**src/rtl/rr_mux_sched_pkg.sv**
```systemverilog
// Shared types and helpers for the rr_mux_sched round-robin scheduler.
package rr_mux_sched_pkg;

  typedef enum logic {
    ST_IDLE  = 1'b0,
    ST_GRANT = 1'b1
  } state_e;

  localparam int DEF_MAX_HOLD = 4;

  // Ceiling log2, floored at 1 so a single-entry index still has a bit.
  function automatic int clog2(input int value);
    int result;
    result = 0;
    while ((1 << result) < value) result++;
    return (result < 1) ? 1 : result;
  endfunction

endpackage

```
**src/rtl/rr_mux_sched_pick.sv**
```systemverilog
// Combinational rotating-priority encoder: first set request after i_last, wrapping.
module rr_pick
  import rr_mux_sched_pkg::*;
#(
  parameter int N_REQ = 3,
  parameter int IW    = clog2(N_REQ)
) (
  input  logic [N_REQ-1:0] i_req,
  input  logic [IW-1:0]    i_last,
  output logic [N_REQ-1:0] o_pick,
  output logic [IW-1:0]    o_idx,
  output logic             o_any
);

  // NOTE: every output gets a default before the search so no path leaves it unassigned (no latch).
  always_comb begin
    o_pick = '0;
    o_idx  = '0;
    o_any  = 1'b0;
    for (int i = 1; i <= N_REQ; i++) begin
      if (!o_any && i_req[(int'(i_last) + i) % N_REQ]) begin
        o_any = 1'b1;
        o_pick[(int'(i_last) + i) % N_REQ] = 1'b1;
        o_idx = IW'((int'(i_last) + i) % N_REQ);
      end
    end
  end

endmodule

```
**src/rtl/rr_mux_sched.sv**
```systemverilog
// Round-robin N:1 scheduler: one-hot grant plus registered y = din[owner].
// Optional grant timeout is built when ARB_TIMEOUT_EN is defined.
module rr_mux_sched
  import rr_mux_sched_pkg::*;
#(
  parameter int N_REQ    = 3,
  parameter int DW       = 1,
  parameter int MAX_HOLD = DEF_MAX_HOLD
) (
  input  logic                clk,
  input  logic                rst_n,
  input  logic [N_REQ-1:0]    req,
  input  logic [N_REQ*DW-1:0] din,
  output logic [N_REQ-1:0]    gnt,
  output logic                gnt_vld,
  output logic [DW-1:0]       y,
  output logic                y_vld
);

  localparam int IW = clog2(N_REQ);

  if (N_REQ < 2 || N_REQ > 8 || MAX_HOLD < 1) begin : g_bad_param
    $error("rr_mux_sched: N_REQ must be 2..8 and MAX_HOLD >= 1");
  end

  state_e            r_state, w_state_nxt;
  logic [N_REQ-1:0]  r_gnt, w_gnt_nxt;
  logic [IW-1:0]     r_last, w_last_nxt;
  logic              r_gnt_vld;
  logic [DW-1:0]     r_y;
  logic              r_y_vld;

  logic [N_REQ-1:0]  w_pick_req, w_pick;
  logic [IW-1:0]     w_pick_idx;
  logic              w_pick_any;
  logic              w_owner_req;
  logic              w_new_grant;
  logic              w_timeout;
  logic [DW-1:0]     w_owner_din;

  // While granted the current owner is masked out so a hand-off always moves on.
  assign w_pick_req  = (r_state == ST_GRANT) ? (req & ~r_gnt) : req;
  assign w_owner_req = |(req & r_gnt);
  assign w_owner_din = din[int'(r_last)*DW +: DW];

  rr_pick #(
    .N_REQ (N_REQ),
    .IW    (IW)
  ) u_pick (
    .i_req  (w_pick_req),
    .i_last (r_last),
    .o_pick (w_pick),
    .o_idx  (w_pick_idx),
    .o_any  (w_pick_any)
  );

`ifdef ARB_TIMEOUT_EN
  localparam int CW = clog2(MAX_HOLD) + 1;
  logic [CW-1:0] r_hold_cnt;

  assign w_timeout = (r_hold_cnt >= CW'(MAX_HOLD - 1));

  // Saturates at MAX_HOLD-1 so a late arrival preempts on the very next edge.
  always_ff @(posedge clk or negedge rst_n) begin
    if (!rst_n) begin
      r_hold_cnt <= '0;
    end else if (w_new_grant) begin
      r_hold_cnt <= '0;
    end else if (r_state == ST_GRANT && !w_timeout) begin
      r_hold_cnt <= r_hold_cnt + 1'b1;
    end
  end
`else
  assign w_timeout = 1'b0;
`endif

  always_comb begin
    w_state_nxt = r_state;
    w_gnt_nxt   = r_gnt;
    w_last_nxt  = r_last;
    w_new_grant = 1'b0;
    case (r_state)
      ST_IDLE: begin
        if (w_pick_any) begin
          w_gnt_nxt   = w_pick;
          w_last_nxt  = w_pick_idx;
          w_new_grant = 1'b1;
          w_state_nxt = ST_GRANT;
        end
      end
      ST_GRANT: begin
        if (!w_owner_req || w_timeout) begin
          if (w_pick_any) begin
            w_gnt_nxt   = w_pick;
            w_last_nxt  = w_pick_idx;
            w_new_grant = 1'b1;
          end else if (!w_owner_req) begin
            w_gnt_nxt   = '0;
            w_state_nxt = ST_IDLE;
          end
        end
      end
      default: w_state_nxt = ST_IDLE;
    endcase
  end

  // NOTE: state uses non-blocking assignments so every flop samples pre-edge values.
  always_ff @(posedge clk or negedge rst_n) begin
    if (!rst_n) begin
      r_state   <= ST_IDLE;
      r_gnt     <= '0;
      r_gnt_vld <= 1'b0;
      r_last    <= IW'(N_REQ - 1);
    end else begin
      r_state   <= w_state_nxt;
      r_gnt     <= w_gnt_nxt;
      r_gnt_vld <= |w_gnt_nxt;
      r_last    <= w_last_nxt;
    end
  end

  // NOTE: y keeps its value through an enable on a real flop, never an incomplete comb assignment.
  always_ff @(posedge clk or negedge rst_n) begin
    if (!rst_n) begin
      r_y     <= '0;
      r_y_vld <= 1'b0;
    end else if (r_state == ST_GRANT) begin
      r_y     <= w_owner_din;
      r_y_vld <= 1'b1;
    end else begin
      r_y_vld <= 1'b0;
    end
  end

  assign gnt     = r_gnt;
  assign gnt_vld = r_gnt_vld;
  assign y       = r_y;
  assign y_vld   = r_y_vld;

endmodule

```
**config.mk**
```make
export PLATFORM = sky130hd
export DESIGN_NAME = rr_mux_sched
export DESIGN_NICKNAME = d
export VERILOG_FILES = /design/src/rtl/rr_mux_sched_pkg.sv /design/src/rtl/rr_mux_sched_pick.sv /design/src/rtl/rr_mux_sched.sv
export SDC_FILE = /design/constraint.sdc
export NUM_CORES = 1
export LEC_CHECK = 0
export CELL_PAD_IN_SITES_DETAIL_PLACEMENT = 2
export CELL_PAD_IN_SITES_GLOBAL_PLACEMENT = 2
export CORE_MARGIN = 4
export CORE_UTILIZATION = 27
export DETAILED_ROUTE_END_ITERATION = 6
export PLACE_DENSITY_LB_ADDON = 0.1
export SYNTH_ARGS = -nofsm -noshare
export SYNTH_HDL_FRONTEND = slang
export SYNTH_HIERARCHICAL = 1
export SYNTH_SLANG_ARGS = --single-unit
```
**constraint.sdc**
```tcl
create_clock -name clk -period 2.5 [get_ports clk]
set_input_delay 0.75 -clock clk [delete_from_list [all_inputs] [get_ports clk]]
set_output_delay 0.75 -clock clk [all_outputs]
set_load 0.01 [all_outputs]
```
* Yosys cells after proc, flatten, opt, wreduce, memory -nomap -nowiden *
Cells that the tools add are included.
W data, S select, Z words.

cells by class
  $lt $le $gt $ge = 6
  add/sub/neg operators = 3
  shifts and indexed selects = 1
  bitwise gates (word level) = 6
  eq/ne operators = 1
  reduce and logical (&&, ||, !) cells = 9
  div/mod/pow operators = 3
  multiplexer cells = 36

operators by type and width
  kind                     count
  $ge A32 B1 Y1 const B    3
  $lt A32 B4 Y1 const B    3
  $mod A32 B3 Y32 const B  3
  $mux W3                  7
  $mux W1                  15
  $mux W2                  5
  $add A2 B2 Y3 const B    2
  $and A3 B3 Y3            2
  $bmux W1 S2              3
  $demux W1 S2             3
  $or A3 B3 Y3             2
  $pmux W3 S2              1
  $reduce_or A3 Y1         2
  $logic_and A1 B1 Y1      5
  $pmux W2 S2              1
  $add A2 B1 Y3 const B    1
  $not A3 Y3               1
  $shiftx A3 B3 Y1         1
  $logic_not A1 Y1         2
  $ne A2 B2 Y1 const B     1
  $pmux W1 S2              1
  $not A1 Y1               1

storage, ports and cells
  input bits = 8
  output and inout bits = 6
  flip-flop bits (word level) = 9
  logic and storage cells = 71

* Logic depth before layout (Yosys ltp) *
Gate-level depths: netlist of the first run.

  word-level depth = 17
  mapped depth = 12
  gate-level depth less buffers = 10

* Cells and area by module *
The synthesis of the first run kept the hierarchy.

modules (own cells, without submodules)
  module        area each (um^2)  instances  sequential area each (um^2)  cells an instance
  rr_mux_sched  441.7             1          226.5                        37
  rr_pick       281.5             1          0.0                          40

* Worst setup path before layout of the first run *
No wires, ideal clock.

  kind = input-to-reg
  from = input req[2]
  to = register r_gnt_vld (netlist: gnt_vld)
  path slack = -0.315 ns
  arrival = 2.683 ns
  buffers on the path = 1
  setup time = 0.131 ns
  required time = 2.369 ns
  stages on the path = 9
  cells stage by stage = a21boi_0 > a21bo_1 > nand3_1 > nand2b_1 > clkbuf_1 > mux2i_1 > nor2_1 > a221o_1 > or3_1

between the ends
  word-level cells in the longest chain between the ends = 16
  elaborated cells between the ends (all ways) = 30

ends and longest elaborated chain
  what                                         line                     source
  start: declaration                           rr_mux_sched.sv:12       input logic [N_REQ-1:0] req,
  $and A3 B3 Y3                                rr_mux_sched.sv:42       assign w_pick_req = (r_state == ST_GRANT) ? (req & ~r_gnt) : req;
  $mux W3 *                                    rr_mux_sched.sv:42
  $bmux W1 S2                                  rr_mux_sched_pick.sv:21  if (!o_any && i_req[(int'(i_last) + i) % N_REQ]) begin
  $mux W1 (implied by the code) (2 in series)  rr_mux_sched_pick.sv:21
  $mux W1                                      rr_mux_sched_pick.sv:21
  $logic_not A1 Y1                             rr_mux_sched_pick.sv:21
  $logic_and A1 B1 Y1                          rr_mux_sched_pick.sv:21
  $mux W1                                      rr_mux_sched_pick.sv:21
  $logic_not A1 Y1                             rr_mux_sched_pick.sv:21
  $logic_and A1 B1 Y1                          rr_mux_sched_pick.sv:21
  $mux W1 *                                    rr_mux_sched_pick.sv:21
  net w_pick_any                               rr_mux_sched.sv:35       logic w_pick_any;
  $mux W3                                      rr_mux_sched.sv:93       if (w_pick_any) begin
  $mux W3                                      rr_mux_sched.sv:92       if (!w_owner_req || w_timeout) begin
  $pmux W3 S2 *                                rr_mux_sched.sv:82       case (r_state)
  net w_gnt_nxt[1]                             rr_mux_sched.sv:27       logic [N_REQ-1:0] r_gnt, w_gnt_nxt;
  $reduce_or A3 Y1 *                           rr_mux_sched.sv:117      r_gnt_vld <= |w_gnt_nxt;
  end signal: assignment                       rr_mux_sched.sv:117
  end: declaration                             rr_mux_sched.sv:29       logic r_gnt_vld;

The timed path passes the listed nets; every way through them passes the cells marked *. The select of a mux whose other input is x is not followed.
A chain may end at the register's enable or synchronous reset.

* Worst setup path after layout of the first run *
  from = input req[1]
  to = register r_gnt_vld (netlist: gnt_vld)

between the ends
  word-level cells in the longest chain between the ends = 16
  elaborated cells between the ends (all ways) = 30

ends and longest elaborated chain
  what                                         line                     source
  $and A3 B3 Y3                                rr_mux_sched.sv:42
  $mux W3 *                                    rr_mux_sched.sv:42
  net w_pick_req[1]                            rr_mux_sched.sv:33       logic [N_REQ-1:0] w_pick_req, w_pick;
  $bmux W1 S2                                  rr_mux_sched_pick.sv:21
  $mux W1 (implied by the code) (2 in series)  rr_mux_sched_pick.sv:21
  $mux W1                                      rr_mux_sched_pick.sv:21
  $logic_not A1 Y1                             rr_mux_sched_pick.sv:21
  $logic_and A1 B1 Y1                          rr_mux_sched_pick.sv:21
  [2 not listed]                               n/a
  $logic_and A1 B1 Y1                          rr_mux_sched_pick.sv:21
  $mux W1 *                                    rr_mux_sched_pick.sv:21
  net w_pick_any                               rr_mux_sched.sv:35
  $mux W3                                      rr_mux_sched.sv:93
  $mux W3                                      rr_mux_sched.sv:92
  $pmux W3 S2 *                                rr_mux_sched.sv:82
  net w_gnt_nxt[2]                             rr_mux_sched.sv:27
  $reduce_or A3 Y1 *                           rr_mux_sched.sv:117

Marked as above.

==> results_dict.tcl, run 1 <==
set metrics [dict create \
    drc 0 \
    synth_most_common_cell "dfrtp_1" \
    grt_pass1_vias 820 \
    hold_violations 0 \
    worstSkewPairLatency_ps 270 \
    max-vdd-ir-drop_uv 591 \
    min_path_type "reg -> reg" \
    syn_inst 77 \
    crit_path_end_kind "register" \
    syn2layout_area_growth_pct 68.7 \
    pre_cts_ws_ps -567 \
    max_stage_delay_ps 360 \
    slowest_stage "or3_1" \
    htreeDepth 1 \
    ys_top_cells_by_count "dfrtp_1 (8), inv_1 (5), mux2i_1 (5), nand2b_1 (5)" \
    ys_warn_count 6 \
    cts.sinks 9 \
    setup_slack_ps 2.76 \
    final_max_slew_viol_count 0 \
    setup_viol 0 \
    grt_max_degree 10 \
    die_w_um 59.8 \
    power_density_nw_per_um2 1380 \
    cts_buffer_depth 2 \
    wl_per_cell_um 17.8 \
    dieArea_um2 3570 \
    crit_required_ps 2640 \
    layout_min_cycle_time_ps 2500 \
    total_power_mw 1.69 \
    yosysUniqueCellTypes 37 \
    drive_above_1_share_pct 47.4 \
    io_buffers 13 \
    synth_nets 89 \
    clk_pin_slew_ps 60 \
    n_antenna_cell 0 \
    drv_cap 0 \
    p_leak_nw 0.559 \
    cts_root_buf "clkbuf_4" \
    gr-usage-all-layers_pct 15.1 \
    io_pins 14 \
    layoutNonFillerInstCount 146 \
    dpl.hpwl_um 1880 \
    avgSynthCellArea_um2 9.39 \
    synthArstFlopShare_pct 100 \
    tightest_slew_ps 447 \
    critPathLaunchType "primary input" \
    dr.pass1.iters 4 \
    crit_fanout 5 \
    synth_seq_cells 9 \
    syn-cell-area_um2 723 \
    worstPathArrival_ps 2640 \
    slew_headroom_pct 70.2 \
    rows 18 \
    globalRoute.totalOverflow 0 \
    core_um2 2520 \
    status "complete, no violations" \
    wirelength_um 2590 \
    antenna_found_initial 0 \
    die_y_um 59.8 \
    cts_tree "yes" \
    synth-main-ff-cell "dfrtp_1" \
    fin_crit_sh_pct 99.9 \
    seq_area_frac_synth_pct 31.3 \
    synth_top_area_share_pct 27.7 \
    first_iter_violations 14 \
    synth_edf_count 0 \
    grt_pass1_wl_um 3950 \
    cp_cell_sequence "dlygate4sd2_1 -> a21boi_4 -> and2_4 -> o21bai_4 -> nand3_2 -> nand2b_4 -> mux2i_1 -> nor2_1 -> a221o_2 -> or3_1" \
    nNetsFinal 129 \
    rsz0062_at_grt "true" \
    ant_nets 0 \
    initial_utilization_pct 28.7 \
    numCtsBuffers 3 \
    fmax_ghz 0.400 \
    vias_per_cell 5.21 \
    dpl.cell_count 139 \
    synthTopCellsByArea "dfrtp_1 (28%), ha_1 (6.9%), mux2i_1 (6.9%)" \
    fin_worst_skew_ps 8.94 \
    place_congestion 0.750 \
    whs_ps 511 \
    worstSetupPathType "in -> reg" \
    num_vias 761 \
    synth_top_area_cell "dfrtp_1" \
]
-- metal layers --
| layer | global-route usage (%) | vias up | share of wire, % |
|---|---|---|---|
| li1 | - | 367 | - |
| met1 | 19.5 | 370 | 45 |
| met2 | 25.8 | 22 | 51 |
| met3 | 1.94 | 2 | 3.8 |
| met4 | 4.75 | 0 | 0.42 |
| met5 | 0 | - | 0 |
-- critical path, delay by kind of cell --
family | cells | cell delay [ps]
and+or+nand+nor | 5 | 870
AOI/OAI and AO/OA | 3 | 600
buffers and inverters | 1 | 240
muxes | 1 | 170
-- cell type report --
type | instances | area, um2
multi-input combinational | 60 | 604
timing repair buffer | 38 | 307
clock buffer | 4 | 26.3
sequential | 9 | 226
tap | 30 | 37.5
fill | 279 | 1300
inverter | 5 | 18.8
-- final timing paths --
| check | start | endpoint | slack (ps) | depth (start not counted) |
|---|---|---|---|---|
| max | req[1] | gnt_vld | 3 | 10 |
| min | y | y | 510 | 1 |
| max reg2reg | r_last[1] | gnt_vld | 10 | 9 |
| min reg2reg | y | y | 510 | 1 |
| max in group asynchronous | rst_n | r_last[1] | 1400 | 1 |
| min in group asynchronous | rst_n | y_vld | 780 | 1 |
-- per-stage QoR --
stage               instance area, um2  util, %  TNS, ps
finish                            1220     48.4        0
global route                      1220     48.4    -99.7
CTS                               1150     45.6        0
detailed placement                1070     42.3    -1900
global placement                  1070     42.3    -1560
floorplan                          758        -    -80.9
-- layout by cell type, fill, tap and decap left out, types with 2 or more instances in the layout --
cell type        count
a21boi_4             4
a21oi_1              3
and2_4               2
buf_4               25
clkbuf_2             2
clkbuf_4             3
clkdlybuf4s50_1     10
dfrtp_1              8
ha_4                 2
inv_1                5
mux2_2               3
mux2i_1              5
nand2_1              4
nand2b_1             3
nand2b_4             2
nand3_2              2
nor2_1               2
o21bai_4             2
-- registers in the layout (all words and copies together), names as in the netlist --
| name | count |
|---|---|
| gnt | 3 |
| y_vld | 1 |
| gnt_vld | 1 |
| r_last | 2 |
| r_state | 1 |
| y | 1 |
-- cells by family after synthesis --
| kind of cell | synth area share, % |
|---|---|
| AOI/OAI and AO/OA | 29.1 |
| and+or+nand+nor | 14.9 |
| muxes | 13.1 |
| DFF | 31.3 |
| buffers and inverters | 4.67 |
| adders and majority gates | 6.92 |
-- repair_timing --
action | 4_1_cts | 5_1_grt
pin swaps | 1 | 7
resized for setup | 13 | 15
hold buffers | 0 | 0
setup buffers | 1 | 2
setup endpoints to repair | 2 | 1
-- power breakdown --
group	total, mW	switching [mW]	internal, mW
Combinational	1.29	0.561	0.734
Clock	0.116	0.0546	0.0616
Sequential	0.277	0.0630	0.214
No activity file was read; power rests on OpenSTA's default activity.
==> run 2: changes to the inputs <==
CORE_ASPECT_RATIO = 0.8   (was unset)
CORE_UTILIZATION = 29   (was 27)
CTS_BUF_LIST = sky130_fd_sc_hd__clkbuf_8   (was unset)
==> results_dict.tcl, run 2 <==
set metrics [dict create \
    synth_edf_count 0 \
    synth_top_area_cell "dfrtp_1" \
    numCtsBuffers 3 \
    cts_hold_buffers 0 \
    htreeDepth 1 \
    syn_inst 77 \
    io_pins 14 \
    synth_most_common_cell "dfrtp_1" \
    initial_utilization_pct 31.8 \
    cts_root_buf "clkbuf_8" \
    die_y_um 52.7 \
    seq_area_frac_synth_pct 31.3 \
    rows 15 \
    cts_buffer_depth 2 \
    synth_top_area_share_pct 27.7 \
    worstEndpointGrtRepair "gnt_vld$_DFF_PN0_/D" \
    ys_top_cells_by_count "dfrtp_1 (8), inv_1 (5), mux2i_1 (5), nand2b_1 (5)" \
    avgSynthCellArea_um2 9.39 \
    dpl.hpwl_um 2180 \
    synth_nets 89 \
    endpoint_type "register input" \
    yosysUniqueCellTypes 37 \
    synthTopCellsByArea "dfrtp_1 (28%), ha_1 (6.9%), mux2i_1 (6.9%)" \
    error "[ERROR DPL-0033] detailed placement checks failed during check placement." \
    ys_warn_count 6 \
    stop_stage "global routing (5_1_grt)" \
    grt_max_degree 10 \
    cts.sinks 9 \
    synthArstFlopShare_pct 100 \
    io_buffers 13 \
    synth-main-ff-cell "dfrtp_1" \
    place_congestion 0.804 \
    status "stopped before the end" \
    die_w_um 63.8 \
    synth_seq_cells 9 \
    syn-cell-area_um2 723 \
    antenna_found_initial 1 \
    dpl.cell_count 145 \
]
[run 2: cell counts after synthesis]
Identical to the previous run, type by type.
[run 2: logic make-up after synthesis]
family | after synthesis | share of synthesized area, %
AO/OA/AOI/OAI | 27 | 29.1
AND/OR/NAND/NOR | 20 | 14.9
multiplexers | 9 | 13.1
flip-flops | 9 | 31.3
buffers and inverters | 8 | 4.67
adder cells (fa/ha/maj) | 4 | 6.92
[run 2: repair_timing]
| action | CTS |
|---|---|
| buffers inserted | 6 |
| gates resized for setup | 29 |
| endpoints found under the setup margin | 3 |
| pin swaps | 10 |
[run 2: metrics by stage]
stage / worst slack (ps) / area [um2] / util (%)
2_1_floorplan: -80.9 / 758 / -
3_3_place_gp: -503 / 1090 / 47.8
3_5_place_dp: -639 / 1090 / 47.8
4_1_cts: 1.50 / 1280 / 56.4
==> run 3: changes to the inputs <==
CELL_PAD_IN_SITES_DETAIL_PLACEMENT = unset   (was 2)
CELL_PAD_IN_SITES_GLOBAL_PLACEMENT = unset   (was 2)
CORE_AREA = 4 4 65 67   (was unset)
CORE_ASPECT_RATIO = unset   (was 0.8)
CORE_MARGIN = unset   (was 4)
CORE_UTILIZATION = unset   (was 29)
CTS_BUF_LIST = unset   (was sky130_fd_sc_hd__clkbuf_8)
DIE_AREA = 0 0 69 71   (was unset)
PLACE_DENSITY_LB_ADDON = 0.15   (was 0.1)
clock period = 3.2 ns   (was 2.5 ns; I/O delays follow)
==> results_dict.tcl, run 3 (synthesized netlist as in run 1, its figures left out) <==
set metrics [dict create \
    status "complete, no violations" \
    layout_common_cells "buf_4 (17), clkdlybuf4s50_1 (13), dfrtp_1 (8)" \
    numCtsBuffers 3 \
    dr.pass1.iters 4 \
    cts_hold_buffers 0 \
    initial_utilization_pct 19.9 \
    crit_required_ps 3300 \
    die_w_um 69 \
    setup_slack_ps 90.4 \
    antenna_found_initial 0 \
    power_density_nw_per_um2 992 \
    drc 0 \
    slowest_stage "clkdlybuf4s50_1" \
    vias_per_cell 4.42 \
    final_common_cell "buf_4" \
    cts_tree "yes" \
    total_power_mw 1.08 \
    max-vdd-ir-drop_uv 267 \
    postLayoutCoreUtil_pct 29.9 \
    core_um2 3630 \
    globalRoute.totalOverflow 0 \
    nNetsFinal 121 \
    max_stage_delay_ps 410 \
    worstPathArrival_ps 3210 \
    die_y_um 71 \
    multiInputGateArea_um2 478 \
    layout_min_cycle_time_ps 3110 \
    tightest_slew_ps 401 \
    clk_pin_slew_ps 40 \
    layoutNonFillerInstCount 156 \
    grt_pass1_vias 684 \
    drive_above_1_share_pct 28.7 \
    drv_cap 0 \
    min_path_type "reg -> reg" \
    fin_crit_sh_pct 97.2 \
    place_area_um2 1020 \
    whs_ps 476 \
    htreeDepth 1 \
    fin_worst_skew_ps 3.36 \
    grt_max_degree 11 \
    wl_per_cell_um 11.7 \
    num_vias 690 \
    cp_cell_sequence "clkdlybuf4s50_1 -> a21boi_0 -> and2_1 -> o21bai_1 -> nand3_1 -> nand2b_4 -> buf_4 -> and2_1 -> a221o_1 -> or3_1" \
    critPathLaunchType "primary input" \
    pre_cts_ws_ps -289 \
    syn2layout_area_growth_pct 50.2 \
    cts_buffer_depth 2 \
    worstSetupPathType "in -> reg" \
    grt_pass1_wl_um 3280 \
    n_antenna_cell 0 \
    io_pins 14 \
    crit_path_end_kind "register" \
    io_buffers 13 \
    fillers 400 \
    wirelength_um 1830 \
    place_congestion 0.737 \
    fin_tns_setup_ps 0 \
    ant_nets 0 \
    p_leak_nw 0.473 \
    finalInstanceArea_um2 1090 \
    dpl.cell_count 151 \
    dpl.hpwl_um 1510 \
    fmax_ghz 0.322 \
    worstSkewPairLatency_ps 230 \
    slew_headroom_pct 73.3 \
    rows 22 \
    setup_viol 0 \
    cts_root_buf "clkbuf_8" \
    layout.area.seq_um2 226 \
    cts.sinks 9 \
    first_iter_violations 16 \
    dieArea_um2 4900 \
    hold_violations 0 \
    crit_top_cell "and2_1" \
    crit_fanout 4 \
    largest_reg_flops 3 \
    gr-usage-all-layers_pct 8.22 \
    final_max_slew_viol_count 0 \
]
## run 3: layer usage
metal	track usage, %	up-vias	part of all wire [%]
met1	10.6	321	49
met5	0	-	0
met3	1.85	5	3.5
met2	12.7	14	45
met4	4.56	0	2.6
li1	-	350	-
## run 3: final timing paths
kind | start | endpoint | slack, ps | depth (start not counted)
worst max-delay path | req[1] | gnt_vld | 90 | 10
worst min-delay path | y | y | 480 | 1
worst max register to register | r_last[0] | gnt_vld | 510 | 10
worst min register to register | y | y | 480 | 1
max in group asynchronous | rst_n | r_last[1] | 1870 | 1
min in group asynchronous | rst_n | y | 1020 | 1
## run 3: repair_timing
action,in CTS,in global routing
resized for setup,1,5
pin swaps,0,1
cloned,0,0
setup buffers,0,1
setup endpoints to repair,1,1
## run 3: critical path, delay by kind of cell
family                 cells  cell delay, ps
AND/OR/NAND/NOR            5            1020
AO/OA/AOI/OAI              3             670
buffers and inverters      2             550
## run 3: cell type report
class                           instances  area share [%]
Multi-Input combinational cell         60            44.0
Timing Repair Buffer                   30            23.7
Clock buffer                            4            4.15
Inverter                                5            1.73
Tap cell                               48            5.53
Sequential cell                         9            20.9
## run 3: report_power, final
part,total (mW),switching (mW),internal (mW)
combinational,0.727,0.315,0.413
clock,0.127,0.0407,0.0864
sequential,0.223,0.0552,0.168
==> run 4: changes to the inputs <==
CTS_CLUSTER_SIZE = 30   (was unset)
clock period = 3.1 ns   (was 3.2 ns; I/O delays follow)
==> results_dict.tcl, run 4 (synthesized netlist as in run 1, its figures left out) <==
set metrics [dict create \
    status "complete, no violations" \
    final_max_slew_viol_count 0 \
    nNetsFinal 121 \
    cts_tree "yes" \
    crit_start "req[1]" \
    worstSkewPairLatency_ps 220 \
    place_congestion 0.791 \
    met3_usage_pct 1.85 \
    r2r_start "r_last[0]" \
    layout_min_cycle_time_ps 3010 \
    grt_max_degree 11 \
    min_path_type "reg -> reg" \
    layout_common_cells "buf_4 (17), clkdlybuf4s50_1 (13), dfrtp_1 (8)" \
    finalInstanceArea_um2 1130 \
    grt_pass1_vias 725 \
    gr-usage-all-layers_pct 8.49 \
    die_y_um 71 \
    cts.sinks 9 \
    r2r_end "gnt_vld" \
    crit_end "gnt_vld" \
    final_common_cell "buf_4" \
    reg2reg_depth 10 \
    vias_per_cell 4.47 \
    max-vdd-ir-drop_uv 283 \
    num_vias 698 \
    setup_viol 0 \
    p_leak_nw 0.488 \
    drive_above_1_share_pct 33.3 \
    path_depth 10 \
    worstSetupPathType "in -> reg" \
    crit_buf_inv 2 \
    numCtsBuffers 3 \
    clk_pin_slew_ps 40 \
    die_w_um 69 \
    initial_utilization_pct 19.9 \
    first_iter_violations 26 \
    slew_headroom_pct 72.9 \
    rsz0062_at_grt "false" \
    crit_path_end_kind "register" \
    max_stage_delay_ps 410 \
    reg2reg_slack_ps 410 \
    syn2layout_area_growth_pct 56.7 \
    fmax_ghz 0.332 \
    cts_root_buf "clkbuf_8" \
    place_area_um2 1020 \
    fin_worst_skew_ps 3.03 \
    grt_pass1_wl_um 3420 \
    cp_top_family "simple AND/OR/NAND/NOR gates" \
    wl_per_cell_um 12.4 \
    rows 22 \
    core_um2 3630 \
    antenna_found_initial 0 \
    grt_util_met1_pct 11.6 \
    crit_required_ps 3200 \
    n_antenna_cell 0 \
    io_buffers 13 \
    dpl.hpwl_um 1560 \
    busiest_layer "met2" \
    worstPathArrival_ps 3110 \
    largest_reg_flops 3 \
    ant_nets 0 \
    fin_crit_sh_pct 97.1 \
    power_density_nw_per_um2 1020 \
    crit_fanout 4 \
    tightest_slew_ps 405 \
    total_power_mw 1.16 \
    use_met2_pct 13.7 \
    globalRoute.totalOverflow 0 \
    whs_ps 475 \
    htreeDepth 1 \
    hold_violations 0 \
    dr.pass1.iters 3 \
    fillers 388 \
    critPathLaunchType "primary input" \
    dieArea_um2 4900 \
    cp_cell_sequence "clkdlybuf4s50_1 -> a21boi_2 -> and2_4 -> o21bai_4 -> nand3_1 -> nand2b_4 -> buf_4 -> and2_1 -> a221o_2 -> or3_1" \
    wirelength_um 1940 \
    postLayoutCoreUtil_pct 31.2 \
    slowest_stage "clkdlybuf4s50_1" \
    drv_cap 0 \
    io_pins 14 \
    drc 0 \
    cts_buffer_depth 2 \
]
[run 4: cell types whose count changed in the layout (fill, tap and decap cells not counted)]
cell	previous run	this run
a21boi_0	2	0
a21boi_1	2	1
a21boi_2	1	2
a21boi_4	0	2
and2_1	2	1
and2_4	0	1
o21bai_1	1	0
o21bai_2	1	0
o21bai_4	0	2
[run 4: metal layers]
layer	vias to the layer above	wire [um]
li1	351	-
met1	336	948
met2	11	930
met3	0	57
met4	0	0
met5	-	0
[run 4: worst min-delay path by stage]
stage,from,end,slack [ps],cells past startpoint
2_1_floorplan,r_state,y_vld,350,0
3_3_place_gp,y,y,470,1
3_5_place_dp,y,y,470,1
4_1_cts,y,y,480,1
5_1_grt,y,y,490,1
6_report,y,y,480,1
[run 4: final cells by class]
cell class	instances	area (um2)	share of cell area [%]
Timing Repair Buffer	30	258	22.7
Inverter	5	18.8	1.66
Sequential cell	9	226	20.0
Tap cell	48	60.1	5.30
Multi-Input combinational cell	60	526	46.4
Clock buffer	4	45.0	3.97
[run 4: power by group]
group / internal (mW) / switching, mW
Sequential: 0.173 / 0.0635
Combinational: 0.453 / 0.340
Clock: 0.0890 / 0.0394
Total: 0.715 / 0.443
[run 4: what timing repair did]
item | CTS | global route
resized for setup | 6 | 10
setup endpoints to repair | 1 | 1
setup buffers | 0 | 1
hold buffers | 0 | 0
pin swaps | 2 | 6
[run 4: stage by stage]
step,cells,setup TNS [ps],worst slack [ps]
after global placement,151,-520,-404
after CTS,155,0,10.9
after detailed placement,151,-619,-427
final,156,0,91.0
after floorplan,77,0,105
after global routing,156,0,1.73
